===== src/rtl/register_file_mp.sv =====
// Multi-port register file: two combinational read ports, two write-back ports (wb1 has priority).
// Optional producer scoreboard is compiled in with `define RF_SCOREBOARD_EN.
module register_file_mp #(
  parameter int unsigned DATA_W   = 16,
  parameter int unsigned ADDR_W   = 3,
  parameter bit          ZERO_REG = 1'b1,
  parameter bit          BYPASS   = 1'b1
) (
  input  logic              clk,
  input  logic              reset,
  input  logic              wb0_en,
  input  logic [ADDR_W-1:0] wb0_addr,
  input  logic [DATA_W-1:0] wb0_data,
  input  logic              wb1_en,
  input  logic [ADDR_W-1:0] wb1_addr,
  input  logic [DATA_W-1:0] wb1_data,
  input  logic [ADDR_W-1:0] rs,
  input  logic [ADDR_W-1:0] rt,
  output logic [DATA_W-1:0] rs_data,
  output logic [DATA_W-1:0] rt_data
`ifdef RF_SCOREBOARD_EN
  ,
  input  logic              claim_en,
  input  logic [ADDR_W-1:0] claim_addr,
  output logic              rs_busy,
  output logic              rt_busy
`endif
);

  localparam int unsigned NREG = 2 ** ADDR_W;

  logic [NREG-1:0][DATA_W-1:0] regs_q, regs_d;

  // A write port is effective unless it targets the hardwired zero register.
  logic wb0_live, wb1_live;
  assign wb0_live = wb0_en && !(ZERO_REG && (wb0_addr == '0));
  assign wb1_live = wb1_en && !(ZERO_REG && (wb1_addr == '0));

  always_comb begin
    regs_d = regs_q;
    if (wb0_live) regs_d[wb0_addr] = wb0_data;
    if (wb1_live) regs_d[wb1_addr] = wb1_data;
  end

  always_ff @(posedge clk) begin
    if (reset) begin
      regs_q <= '0;
    end else begin
      regs_q <= regs_d;
    end
  end

  function automatic logic [DATA_W-1:0] read_port(
    input logic [ADDR_W-1:0]               addr,
    input logic [NREG-1:0][DATA_W-1:0]     regs,
    input logic                            w0_live,
    input logic [ADDR_W-1:0]               w0_addr,
    input logic [DATA_W-1:0]               w0_data,
    input logic                            w1_live,
    input logic [ADDR_W-1:0]               w1_addr,
    input logic [DATA_W-1:0]               w1_data
  );
    logic [DATA_W-1:0] val;
    val = regs[addr];
    if (BYPASS) begin
      if (w1_live && (w1_addr == addr)) begin
        val = w1_data;
      end else if (w0_live && (w0_addr == addr)) begin
        val = w0_data;
      end
    end
    if (ZERO_REG && (addr == '0)) val = '0;
    return val;
  endfunction

  always_comb begin
    rs_data = read_port(rs, regs_q, wb0_live, wb0_addr, wb0_data, wb1_live, wb1_addr, wb1_data);
    rt_data = read_port(rt, regs_q, wb0_live, wb0_addr, wb0_data, wb1_live, wb1_addr, wb1_data);
  end

`ifdef RF_SCOREBOARD_EN
  logic [NREG-1:0] busy_q, busy_d;

  // Clears first, then the claim, so a new producer wins over a retiring one.
  always_comb begin
    busy_d = busy_q;
    if (wb0_en) busy_d[wb0_addr] = 1'b0;
    if (wb1_en) busy_d[wb1_addr] = 1'b0;
    if (claim_en) busy_d[claim_addr] = 1'b1;
    if (ZERO_REG) busy_d[0] = 1'b0;
  end

  always_ff @(posedge clk) begin
    if (reset) begin
      busy_q <= '0;
    end else begin
      busy_q <= busy_d;
    end
  end

  logic rs_wr, rt_wr;
  assign rs_wr = (wb0_en && (wb0_addr == rs)) || (wb1_en && (wb1_addr == rs));
  assign rt_wr = (wb0_en && (wb0_addr == rt)) || (wb1_en && (wb1_addr == rt));

  always_comb begin
    rs_busy = busy_q[rs] && !(BYPASS && rs_wr);
    rt_busy = busy_q[rt] && !(BYPASS && rt_wr);
  end
`endif

endmodule


===== config.mk =====
export PLATFORM = sky130hd
export DESIGN_NAME = register_file_mp
export DESIGN_NICKNAME = d
export VERILOG_FILES = /design/src/rtl/register_file_mp.sv
export SDC_FILE = /design/constraint.sdc
export NUM_CORES = 1
export LEC_CHECK = 0
export ABC_CLOCK_PERIOD_IN_PS = 2700
export CAP_MARGIN = 20
export CORE_UTILIZATION = 65
export CTS_CLUSTER_DIAMETER = 50
export DETAILED_ROUTE_END_ITERATION = 10
export DONT_BUFFER_PORTS = 1
export HOLD_SLACK_MARGIN = 0.06
export PLACE_DENSITY = 0.81
export SETUP_SLACK_MARGIN = 0.3
export SLEW_MARGIN = 20
export SYNTH_ARGS = -nofsm -noshare
export SYNTH_HDL_FRONTEND = slang
export SYNTH_SLANG_ARGS = --single-unit

===== constraint.sdc =====
create_clock -name clk -period 2.7 [get_ports clk]
set_input_delay 0.54 -clock clk [delete_from_list [all_inputs] [get_ports clk]]
set_output_delay 0.54 -clock clk [all_outputs]
set_load 0.005 [all_outputs]

Yosys cells after proc, flatten, opt, wreduce, memory -nomap -nowiden
Cells that the tools add are included.

storage, ports and cells
  memories kept = 0
  output and inout port bits = 32
  latch bits = 0
  word-level logic and storage cells = 50
  bits of input ports = 48
  register bits after elaboration = 128
  RAM bits = 0
  memory bits (read-only) = 0

cells by class
  multiplexer cells = 18
  multiply operators = 0
  $lt $le $gt $ge = 6
  reductions and logical operators = 14
  bitwise logic cells = 0
  shifts and indexed selects = 0
  eq/ne operators = 4
  add/sub/neg operators = 0
  divide/modulo/power cells = 0

operators with widths
  kind                                                                   count
  128-bit bitwise mux                                                    2
  128-bit two-way mux                                                    2
  16-bit two-way mux                                                     10
  16-bit binary-select mux with 3-bit select                             2
  16-bit demux with 3-bit select                                         2
  3-bit by 4-bit < comparator with 1-bit output, second input constant   4
  3-bit equality test                                                    4
  3-bit zero test                                                        4
  1-bit logical AND                                                      8
  3-bit by 1-bit >= comparator with 1-bit output, second input constant  2
  1-bit zero test                                                        2

Logic depth before layout (Yosys ltp)
Gate-level depths: netlist of the first run.

  word-level depth = 8
  mapped depth = 7
  depth with buffers taken out = 4

Least setup slack after synthesis of the first run
OpenSTA, ideal clock, no wires.

  kind = input port to output port
  start = input wb1_addr[0]
  end = output rt_data[10]
  path buffers = 3
  arrival time = 2.055 ns
  required time = 2.160 ns
  path slack = 0.105 ns
  cell stages on the path = 7
  cell sequence = buf_4 -> or3b_4 -> a2111oi_4 -> o21ba_1 -> buf_4 -> buf_6 -> o41ai_1

on the way
  longest elaborated chain between the ends = 6
  elaborated cells between the ends (all ways) = 7
  classes of those cells = eq/ne (1); mux (2); reduce/logical (4)

ends and longest elaborated chain
  element               RTL line  text
  start: declaration    15        input logic [ADDR_W-1:0] wb1_addr,
  3-bit zero test       37        assign wb1_live = wb1_en && !(ZERO_REG && (wb1_addr == '0));
  1-bit zero test       37
  1-bit logical AND     37
  1-bit logical AND *   66        if (w1_live && (w1_addr == addr)) begin
  16-bit two-way mux *  66
  16-bit two-way mux *  72        if (ZERO_REG && (addr == '0)) val = '0;
  end: declaration      20        output logic [DATA_W-1:0] rt_data

Every way passes the cells marked *; elsewhere a longest branch is shown, timed or not.

Worst setup path in the final report of the first run
  start = input rs[1]
  end = output rs_data[15]

on the way
  longest elaborated chain between the ends = 5
  elaborated cells between the ends (all ways) = 10
  classes of those cells = eq/ne (2); mux (5); reduce/logical (3)

ends and longest elaborated chain
  element                                                                            RTL line  text
  start: declaration                                                                 17        input logic [ADDR_W-1:0] rs,
  16-bit binary-select mux with 3-bit select or 3-bit equality test (tied branches)  64, 68
  16-bit two-way mux (implied by the code) or 1-bit logical AND (tied branches)      64, 68
  16-bit two-way mux                                                                 68        end else if (w0_live && (w0_addr == addr)) begin
  16-bit two-way mux                                                                 66
  16-bit two-way mux *                                                               72
  end: declaration                                                                   19        output logic [DATA_W-1:0] rs_data,

Every way passes the cells marked *; elsewhere a longest branch is shown, timed or not. The select of a mux whose other input is x is not followed.

==> out/qor.txt, run 1 <==
Setup Skew - 0 ns
CP cell instances - xnor2_1 -> and3_2 -> buf_4 -> nor3_2 -> o41ai_2
Final period util - 90.2%
post-detail-place hpwl - 16,600 um
Die Height - 118 um
GPL Wtd Cong - 0.883
Synth Flop Type - dfxtp_1
first-pass GRT wire length - 44,900 um
most frequent cells in the layout - mux2i_1, dfxtp_1, nor2_1
worst hold margin - 0.187 ns
CP startpoint kind - primary input
unrepaired setup endpoints after global routing - true
Final Max Tran Viols - 0
Final Hold Viols - 0
post-synthesis area per instance - 9.71 um^2
crit-path max FO - 36
GR Util met2 - 63.5%
cts bufs inserted - 17
Synth Register Bits - 128
Flop pwr share - 38.9%
VDD IR max - 0.000464 V
Nets - 869
antenna diode count - 0
pin count of the biggest net entering global routing - 129
clock root buffer - clkbuf_16
initial drt markers - 1,084
Max Cap Viol - 0
# setup viols final - 0
std cell rows - 41
number of flops mapped to enable cells by yosys - 0
vias in the first global route - 7,796
Overflow after GRT - 0
Clk pin slew, worst setup/hold paths - 0.06 ns
PortBufs - 0
met3 GRT Util - 16.2%
clk buf depth - 2
synth unique cells - 40
status - finished, final reports clean
critical path's slowest cell - and3_2
WL final - 28,800 um
Hold Buf Count CTS - 0
delay-heaviest family, CP - simple AND/OR/NAND/NOR gates
Setup Fix Bufs, Post-CTS - 0
warnings from Yosys - 0
Fin Setup TNS - 0 ns
Initial Util - 67.8%
Max H-tree Level - 4
Synth top area share - 29.5%
core area - 12,800 um^2
Area Overhead vs Synth - 10.0%
CP Capture Type - output pin
M1 GR Usage - 51.9%
Synth area leader - dfxtp_1
Largest register FFs - 128
worst skew pair latency - 0.43 ns
initial antenna violation count - 0
min Tclk post-route - 2.44 ns
CTS tree - built
Pre-Repair DR Iteration Count - 9
top post-synthesis cells by area - dfxtp_1, mux4_2, mux2i_1, a211oi_1, nor2_1
Clk pwr share - 49.1%
GR peak layer - met2
power per cell area - 548 nW/um^2
fillers - 854
Internal - 3.96 mW
Avg WL per Cell - 28.7 um
Ports - 80
Top Registers - regs_q (128)
Comb power frac - 12.0%
Multi-input gate area - 5820 um^2
post-route ant nets - 0
sequential share of the synthesized area - 29.5%
Worst Path Class, Setup - in2out
syn_nets - 944
CP max stage delay - 0.40 ns
Worst Path Buf+Inv - 1
Sw Ratio - 24.4%
Most flops, register - regs_q
DIE AREA - 13,800 um^2
crit path DAT - 1.90 ns
Vias/cell - 7.79
fmax - 411 MHz
P_leak - 3.72 nW
# DRC - 0
via count - 7,834
Die X - 118 um
Worst Path Required - 2.16 ns
Slew @ Worst Pin - 0.714 ns
share of layout cells above drive strength 1 - 22.1%
global-route usage over all layers - 42.5%
Post-Synthesis Cells - 896
switching power total - 1.28 mW
clk sink count - 128
register area - 2560 um^2
Async SR Flop Fraction - 0%
Hold WC Path Type - in2reg
Slew headroom - 52.3%
Post-Synthesis Cell Area - 8700 um^2
-- layout make-up --
type                            count  share of cell area (%)
Tap cell                          172                    2.25
Timing Repair Buffer               36                    3.33
Sequential cell                   128                    26.8
Clock inverter                     14                    2.22
Inverter                            1                  0.0392
Clock buffer                       18                    4.59
Multi-Input combinational cell    637                    60.8
-- cells by family after synthesis --
logic type / share of synthesized area [%]
buffers and inverters: 6.55
DFF: 29.5
xor gates and xnor gates: 0.705
AOI/OAI and AO/OA: 18.8
and+or+nand+nor: 11.1
muxes: 33.4
-- what timing repair did --
action,CTS,global route
setup endpoints to repair,30,32
resized for setup,8,10
hold endpoints to repair,0,0
-- worst register-to-register path, cell delays in order, from the launching register on --
cell	delay (ns)
dfxtp_1	0.35
mux2i_1	0.09
a211oi_1	0.32
-- metal layers --
| layer | routed length, um | share of wire [%] |
|---|---|---|
| met3 | 3960 | 14 |
| met4 | 1680 | 5.8 |
| met2 | 13000 | 45 |
| met5 | 0 | 0 |
| met1 | 10200 | 35 |
-- power by group through the flow --
stage / Combinational, mW / Clock (mW) / Sequential (mW)
global route: 0.660 / 2.67 / 2.05
finish: 0.629 / 2.57 / 2.04
detailed placement: 0.594 / 0 / 2.08
CTS: 0.605 / 2.57 / 2.04
floorplan: 0.623 / 0 / 2.05
global placement: 0.576 / 0 / 2.07
-- worst paths after layout --
kind / cells after the start / slack (ns) / end / from
worst max-delay path: 5 / 0.26 / rs_data[15] / rs[1]
worst min-delay path: 1 / 0.19 / regs_q[90]$_SDFF_PP0_ / reset
worst max register to register: 2 / 1.84 / regs_q[29]$_SDFF_PP0_ / regs_q[29]$_SDFF_PP0_
worst min register to register: 1 / 0.49 / regs_q[12]$_SDFF_PP0_ / regs_q[12]$_SDFF_PP0_
-- stage by stage --
step / setup WS, ns / power (mW) / cells / instance area (um^2) / util [%]
2_1_floorplan: 0.199 / 2.68 / 896 / 8870 / -
6_report: 0.264 / 5.24 / 1006 / 9570 / 74.6
4_1_cts: 0.286 / 5.22 / 1006 / 9500 / 74.1
3_3_place_gp: 0.124 / 2.64 / 974 / 8820 / 68.8
5_1_grt: 0.231 / 5.38 / 1006 / 9570 / 74.6
3_5_place_dp: 0.0710 / 2.67 / 974 / 8820 / 68.8
-- cell usage after synthesis, types with 10 or more instances --
master and n:
and3_1 21, dfxtp_1 128, a211oi_1 112, nor3_1 17, mux2i_1 128, nor2b_1 19, clkbuf_1 83, a21oi_1 33
buf_1 10, mux2_2 16, buf_2 26, buf_4 10, o41ai_1 32, nor2_1 117, o211ai_1 34, mux4_2 64
No activity file was read; power rests on OpenSTA's default activity.
==> run 2: changes to the inputs <==
--- a/config.mk
+++ b/config.mk
@@ -11,6 +11,7 @@
 export CTS_CLUSTER_DIAMETER = 50
 export DETAILED_ROUTE_END_ITERATION = 10
 export DONT_BUFFER_PORTS = 1
+export GPL_ROUTABILITY_DRIVEN = 1
 export HOLD_SLACK_MARGIN = 0.06
 export PLACE_DENSITY = 0.81
 export SETUP_SLACK_MARGIN = 0.3
==> results of run 2 <==
The final DEF is identical to that of run 1; final timing and power are the same.
==> run 3: changes to the inputs <==
--- a/config.mk
+++ b/config.mk
@@ -6,7 +6,6 @@
 export NUM_CORES = 1
 export LEC_CHECK = 0
 export ABC_CLOCK_PERIOD_IN_PS = 2700
-export CAP_MARGIN = 20
 export CORE_UTILIZATION = 65
 export CTS_CLUSTER_DIAMETER = 50
 export DETAILED_ROUTE_END_ITERATION = 10
@@ -14,6 +13,7 @@
 export GPL_ROUTABILITY_DRIVEN = 1
 export HOLD_SLACK_MARGIN = 0.06
 export PLACE_DENSITY = 0.81
+export RECOVER_POWER = 50
 export SETUP_SLACK_MARGIN = 0.3
 export SLEW_MARGIN = 20
 export SYNTH_ARGS = -nofsm -noshare
==> run 3 against run 2 <==
The run now ends with max-capacitance violations, max-slew violations left. Combinational power is essentially flat. Setup slack gained 0.018 ns. Power is essentially flat. First-iteration DRC count grew 2.6%. Fmax grew 0.73%. Register-to-register slack lost 0.04 ns. Critical path depth is the same. Clock power is essentially flat. Critical path type unchanged. Largest cell class unchanged. Largest power group unchanged. Highest routed layer unchanged.
==> out/qor.txt, run 3 (synthesized netlist as in run 1, its figures left out) <==
GPL Wtd Cong - 0.883 (unchanged)
clk sink count - 128 (unchanged)
initial drt markers - 1,112 (+2.6%)
Nets - 869 (unchanged)
status - complete, but fails checks
vias in the first global route - 7,796 (unchanged)
Overflow after GRT - 0 (unchanged)
Slew @ Worst Pin - 1.86 ns (+1.15 ns)
Multi-input gate area - 5820 um^2 (unchanged)
VDD IR max - 0.000463 V (-0.10%)
Vias/cell - 7.82 (+0.47%)
CTS tree - built
via count - 7,871 (+0.47%)
Max Cap Viol - 5 (+5)
most frequent cells in the layout - mux2i_1, dfxtp_1, nor2_1
initial antenna violation count - 0 (unchanged)
Worst Path Required - 2.16 ns (about the same)
Area Overhead vs Synth - 9.81%
Fin Setup TNS - 0 ns (unchanged)
min Tclk post-route - 2.42 ns (-0.0177 ns)
Slew headroom - -24.1% (-76 points)
crit-path max FO - 42 (+17%)
global-route usage over all layers - 42.5% (unchanged)
CTS resizes - 8 (unchanged)
clock root buffer - clkbuf_16
Setup Skew - 0 ns (unchanged)
CP Capture Type - output pin
clk buf depth - 2 (unchanged)
std cell rows - 41 (unchanged)
Hold WC Path Type - in2reg
post-route ant nets - 0 (unchanged)
Flop pwr share - 38.9% (about the same)
post-detail-place hpwl - 16,600 um (unchanged)
Ports - 80 (unchanged)
Final Non-Filler Cells - 1,006 (unchanged)
share of layout cells above drive strength 1 - 21.5% (-0.60 points)
DIE AREA - 13,800 um^2 (unchanged)
Largest register FFs - 128 (unchanged)
fillers - 856 (+0.23%)
worst hold margin - 0.187 ns (-0.0000510 ns)
antenna diode count - 0 (unchanged)
CP startpoint kind - primary input
# DRC - 0 (unchanged)
Hold Buf Count CTS - 0 (unchanged)
r2r setup slk - 1.80 ns (-0.04 ns)
fmax - 414 MHz (+0.73%)
Clk pin slew, worst setup/hold paths - 0.06 ns (about the same)
Die X - 118 um (unchanged)
Initial Util - 67.8% (unchanged)
Internal - 3.96 mW (about the same)
unrepaired setup endpoints after global routing - true
PortBufs - 0 (unchanged)
Die Height - 118 um (unchanged)
crit path DAT - 1.88 ns (-0.02 ns)
Top Registers - regs_q (128)
cts bufs inserted - 17 (unchanged)
Final period util - 89.6% (-0.66 points)
Comb power frac - 12.0% (about the same)
worst skew pair latency - 0.43 ns (about the same)
Inst Count DP - 974 (unchanged)
Clk pwr share - 49.0% (about the same)
power per cell area - 549 nW/um^2 (+0.20%)
Final Hold Viols - 0 (unchanged)
failing checks - max-capacitance violations, max-slew violations
Setup Fix Bufs, Post-CTS - 0 (unchanged)
Avg WL per Cell - 28.8 um (+0.36%)
Worst Path Class, Setup - in2out
register area - 2560 um^2 (unchanged)
core area - 12,800 um^2 (unchanged)
Most flops, register - regs_q
# setup viols final - 0 (unchanged)
Final Max Tran Viols - 117 (+117)
WL final - 28,900 um (+0.36%)
Max H-tree Level - 4 (unchanged)
switching power total - 1.28 mW (about the same)
pin count of the biggest net entering global routing - 129 (unchanged)
Sw Ratio - 24.4% (about the same)
first-pass GRT wire length - 44,900 um (unchanged)
P_leak - 3.71 nW (-0.44%)
Pre-Repair DR Iteration Count - 6 (-3)
run 3: cell types whose count changed in the layout (fill, tap and decap cells not counted):
cell	before	now
clkbuf_1	0	5
buf_4	31	26
run 3: worst paths after layout:
kind                                             from               endpoint  depth (start not counted)
worst min register to register  regs_q[12]$_SDFF_PP0_  regs_q[12]$_SDFF_PP0_                          1
worst max register to register  regs_q[49]$_SDFF_PP0_  regs_q[49]$_SDFF_PP0_                          2
worst max-delay path                            rt[2]             rt_data[5]                          5
worst min-delay path                            reset  regs_q[89]$_SDFF_PP0_                          1
run 3: area by class of cell:
| cell class | instances | share of cell area [%] |
|---|---|---|
| Multi-Input combinational cell | 637 | 60.9 |
| Sequential cell | 128 | 26.8 |
| Clock buffer | 18 | 4.60 |
| Timing Repair Buffer | 36 | 3.14 |
| Tap cell | 172 | 2.25 |
| Clock inverter | 14 | 2.23 |
| Inverter | 1 | 0.0393 |
run 3: layer usage:
| metal | vias to the layer above | wire, um | track usage, % |
|---|---|---|---|
| li1 | 3301 | - | - |
| met4 | 0 | 1590 | 25.3 |
| met5 | - | 0 | 0 |
| met1 | 3753 | 10300 | 51.9 |
| met3 | 181 | 3990 | 16.2 |
| met2 | 636 | 13100 | 63.5 |
run 3: per-stage QoR:
step | cell area, um^2 | setup slack [ns] | total power [mW] | utilization [%]
2_1_floorplan | 8870 | 0.199 | 2.68 | -
3_3_place_gp | 8820 | 0.124 | 2.64 | 68.8
3_5_place_dp | 8820 | 0.0710 | 2.67 | 68.8
4_1_cts | 9500 | 0.286 | 5.22 | 74.1
5_1_grt | 9550 | 0.231 | 5.38 | 74.5
6_report | 9550 | 0.282 | 5.24 | 74.5
run 3: critical path: stages:
cell       delay [ns]
or3b_4           0.40
a2111oi_4        0.38
o21ba_2          0.22
buf_4            0.19
o41ai_2          0.13
run 3: power by group through the flow:
stage	sequential [mW]	combinational [mW]	clock [mW]
final	2.04	0.630	2.57
after global routing	2.05	0.661	2.67
after CTS	2.04	0.605	2.57
after detailed placement	2.08	0.594	0
after global placement	2.07	0.576	0
after floorplan	2.05	0.623	0
==> patch (config.mk and constraints of run 1) <==
`DATA_W`: 16 -> 12.
--- a/src/rtl/register_file_mp.sv
+++ b/src/rtl/register_file_mp.sv
@@ -1,7 +1,7 @@
 // Multi-port register file: two combinational read ports, two write-back ports (wb1 has priority).
 // Optional producer scoreboard is compiled in with `define RF_SCOREBOARD_EN.
 module register_file_mp #(
-  parameter int unsigned DATA_W   = 16,
+  parameter int unsigned DATA_W   = 12,
   parameter int unsigned ADDR_W   = 3,
   parameter bit          ZERO_REG = 1'b1,
   parameter bit          BYPASS   = 1'b1
Ports: changed (resized rs_data, rt_data, wb0_data and wb1_data); port bits go from 80 to 64. No check against the original RTL was run, so the function may have changed too.
==> patch against run 1 <==
  * Setup slack gained 13 ps
  * First-iteration DRC count shrank 28%
  * Sequential cell count shrank 32
  * Cell area is 25% lower
  * Synthesized area shrank 23%
  * Clock skew is the same
  * Routed wire length is 27% lower
  * Total power down 42%
  * Synthesized cell count is 23% lower
  * Die area is 22% lower
  * Critical endpoint is now rs_data[3]
  * Highest routed layer unchanged
==> patch: results (changes against run 1) <==
| Result | Value | vs run 1 |
|:---|:---|:---|
| Number of detailed-route iterations in the first pass | 6 | -3 |
| Transition time at the pin with the least slew margin | 692 ps | -22.3 ps |
| Yosys cell types | 43 | +7.5% |
| Initial antenna violation count | 0 | unchanged |
| Maximum fanout count along the critical path | 3 | -92% |
| Total of fill cells in the finished design | 699 | -18% |
| Diodes inserted | 0 | unchanged |
| Register area share after synthesis | 28.6% | -0.83 points |
| Cells on worst reg2reg path | 2 | unchanged |
| Registers with the most flip-flops | regs_q (96) |  |
| Clk slew on worst S/H paths | 90 ps | +30 ps |
| Clock latency reported for the late side of the worst-skew pair | 380 ps | -50 ps |
| Total via count in the routed design | 6,002 | -23% |
| Wire length per cell after detailed routing | 26.9 µm | -6.2% |
| Maximum number of pins on one net before global-route repair | 97 | -25% |
| Clk. pwr | 1.00 mW | -61% |
| Total Nets Final | 683 | -21% |
| Maximum cell stage delay along the critical path | 460 ps | +60 ps |
| Top post-synthesis cells by count | sky130_fd_sc_hd__dfxtp_1, sky130_fd_sc_hd__mux2i_1, sky130_fd_sc_hd__nor2_1, sky130_fd_sc_hd__a211oi_1, sky130_fd_sc_hd__mux4_2 |  |
| Worst IR drop on VDD | 0.427 mV | -7.8% |
| Number of DRC markers after the initial detailed-route iteration | 781 | -28% |
| Port Buf Inserts | 0 | unchanged |
| Largest buffer count on any clock path | 2 | unchanged |
| CTS H-Tree Depth | 3 | -1 |
| Synthesized Nets | 728 | -23% |
| CTS Buf Count | 9 | -8 |
| Placer Congestion | 0.916 | +3.8% |
| DP HPWL | 13.0 mm | -22% |
| GR Util All Layers | 38.3% | -4.2 points |
| Share of layout cells above drive strength 1 | 25.5% | +3.4 points |
| Worst min-delay path category | in -> reg |  |
| Static power due to leakage | 2.80 nW | -25% |
| Root buffer cell | sky130_fd_sc_hd__clkbuf_8 |  |
| Largest cells by area after synthesis | sky130_fd_sc_hd__dfxtp_1, sky130_fd_sc_hd__mux4_2, sky130_fd_sc_hd__mux2i_1, sky130_fd_sc_hd__a211oi_1, sky130_fd_sc_hd__nor2_1 |  |
| Power in sequential cells | 1.53 mW | -25% |
| Run status | completed |  |
| Data arrival time of the worst path | 1880 ps | -20 ps |
| Worst-path cell with the longest stage delay | sky130_fd_sc_hd__mux4_2 |  |
| Via count of the first global-routing pass | 5,673 | -27% |
| Global-route wire length before repair | 31.7 mm | -29% |
| Switching power total | 0.829 mW | -35% |
## patch: cell types whose count changed after synthesis, moves of 5 or more
| cell | before | now |
|---|---|---|
| sky130_fd_sc_hd__nor2_1 | 117 | 89 |
| sky130_fd_sc_hd__nor2b_1 | 19 | 14 |
| sky130_fd_sc_hd__buf_1 | 10 | 2 |
| sky130_fd_sc_hd__buf_6 | 1 | 6 |
| sky130_fd_sc_hd__a21oi_1 | 33 | 25 |
| sky130_fd_sc_hd__clkbuf_1 | 83 | 47 |
| sky130_fd_sc_hd__o211ai_1 | 34 | 26 |
| sky130_fd_sc_hd__mux2i_1 | 128 | 96 |
| sky130_fd_sc_hd__mux4_2 | 64 | 48 |
| sky130_fd_sc_hd__o41ai_1 | 32 | 24 |
| sky130_fd_sc_hd__buf_2 | 26 | 33 |
| sky130_fd_sc_hd__a211oi_1 | 112 | 84 |
| sky130_fd_sc_hd__dfxtp_1 | 128 | 96 |
## patch: cells by family (layout without fill, tap and decap cells)
kind of cell	Yosys count	in the layout	synth area share [%]
flops	96	96	28.6
mux	156	156	32.4
buf+inv	99	58	7.46
simple gates	163	163	11.8
compound gates	167	168	18.7
xor+xnor	7	7	0.914
## patch: worst max-delay path: cells and delay by family (launching register included)
kind	cells	cell delay, ps
DFF	1	340
muxes	2	770
AOI/OAI and AO/OA	1	140
and+or+nand+nor	1	250
## patch: path summary, 6_finish.rpt
kind	startpoint	slack (ps)	endpoint
hold reg to reg	regs_q[0]	490	regs_q[0]
hold / removal	reset	230	regs_q[55]
setup reg to reg	regs_q[33]	1860	regs_q[33]
setup / recovery	regs_q[87]	280	rs_data[3]
## patch: what timing repair did
item,CTS,global route
resized for setup,17,31
gates cloned,0,1
setup endpoints to repair,19,23
pin swaps,1,3
hold buffers,0,0
setup buffers,0,8
## patch: per-layer routing
metal	part of all wire [%]	up-vias	GRT usage [%]
met3	13	104	9.31
met1	37	2871	51.5
met4	5.0	0	18.5
met2	45	480	58.0
met5	0	-	0
li1	-	2547	-
## patch: stage by stage
step           hold slack [ps]  worst slack [ps]  power, mW  cell area, µm²  cells
2_1_floorplan              451               311       2.01            6720    688
3_3_place_gp               462               211       1.98            6640    756
3_5_place_dp               464               152       2.00            6640    756
4_1_cts                    199               239       2.99            6930    772
5_1_grt                    216               260       3.12            7170    781
6_report                   230               277       3.03            7170    781
## patch: layout make-up
type                       count  area [µm²]  area share [%]
inverter                       1        3.75          0.0523
multi-input combinational    494        4550            63.4
sequential                    96        1930            26.9
clock inverter                 6        67.6           0.942
timing repair buffer          41         315            4.40
tap                          133         166            2.32
clock buffer                  10         138            1.92
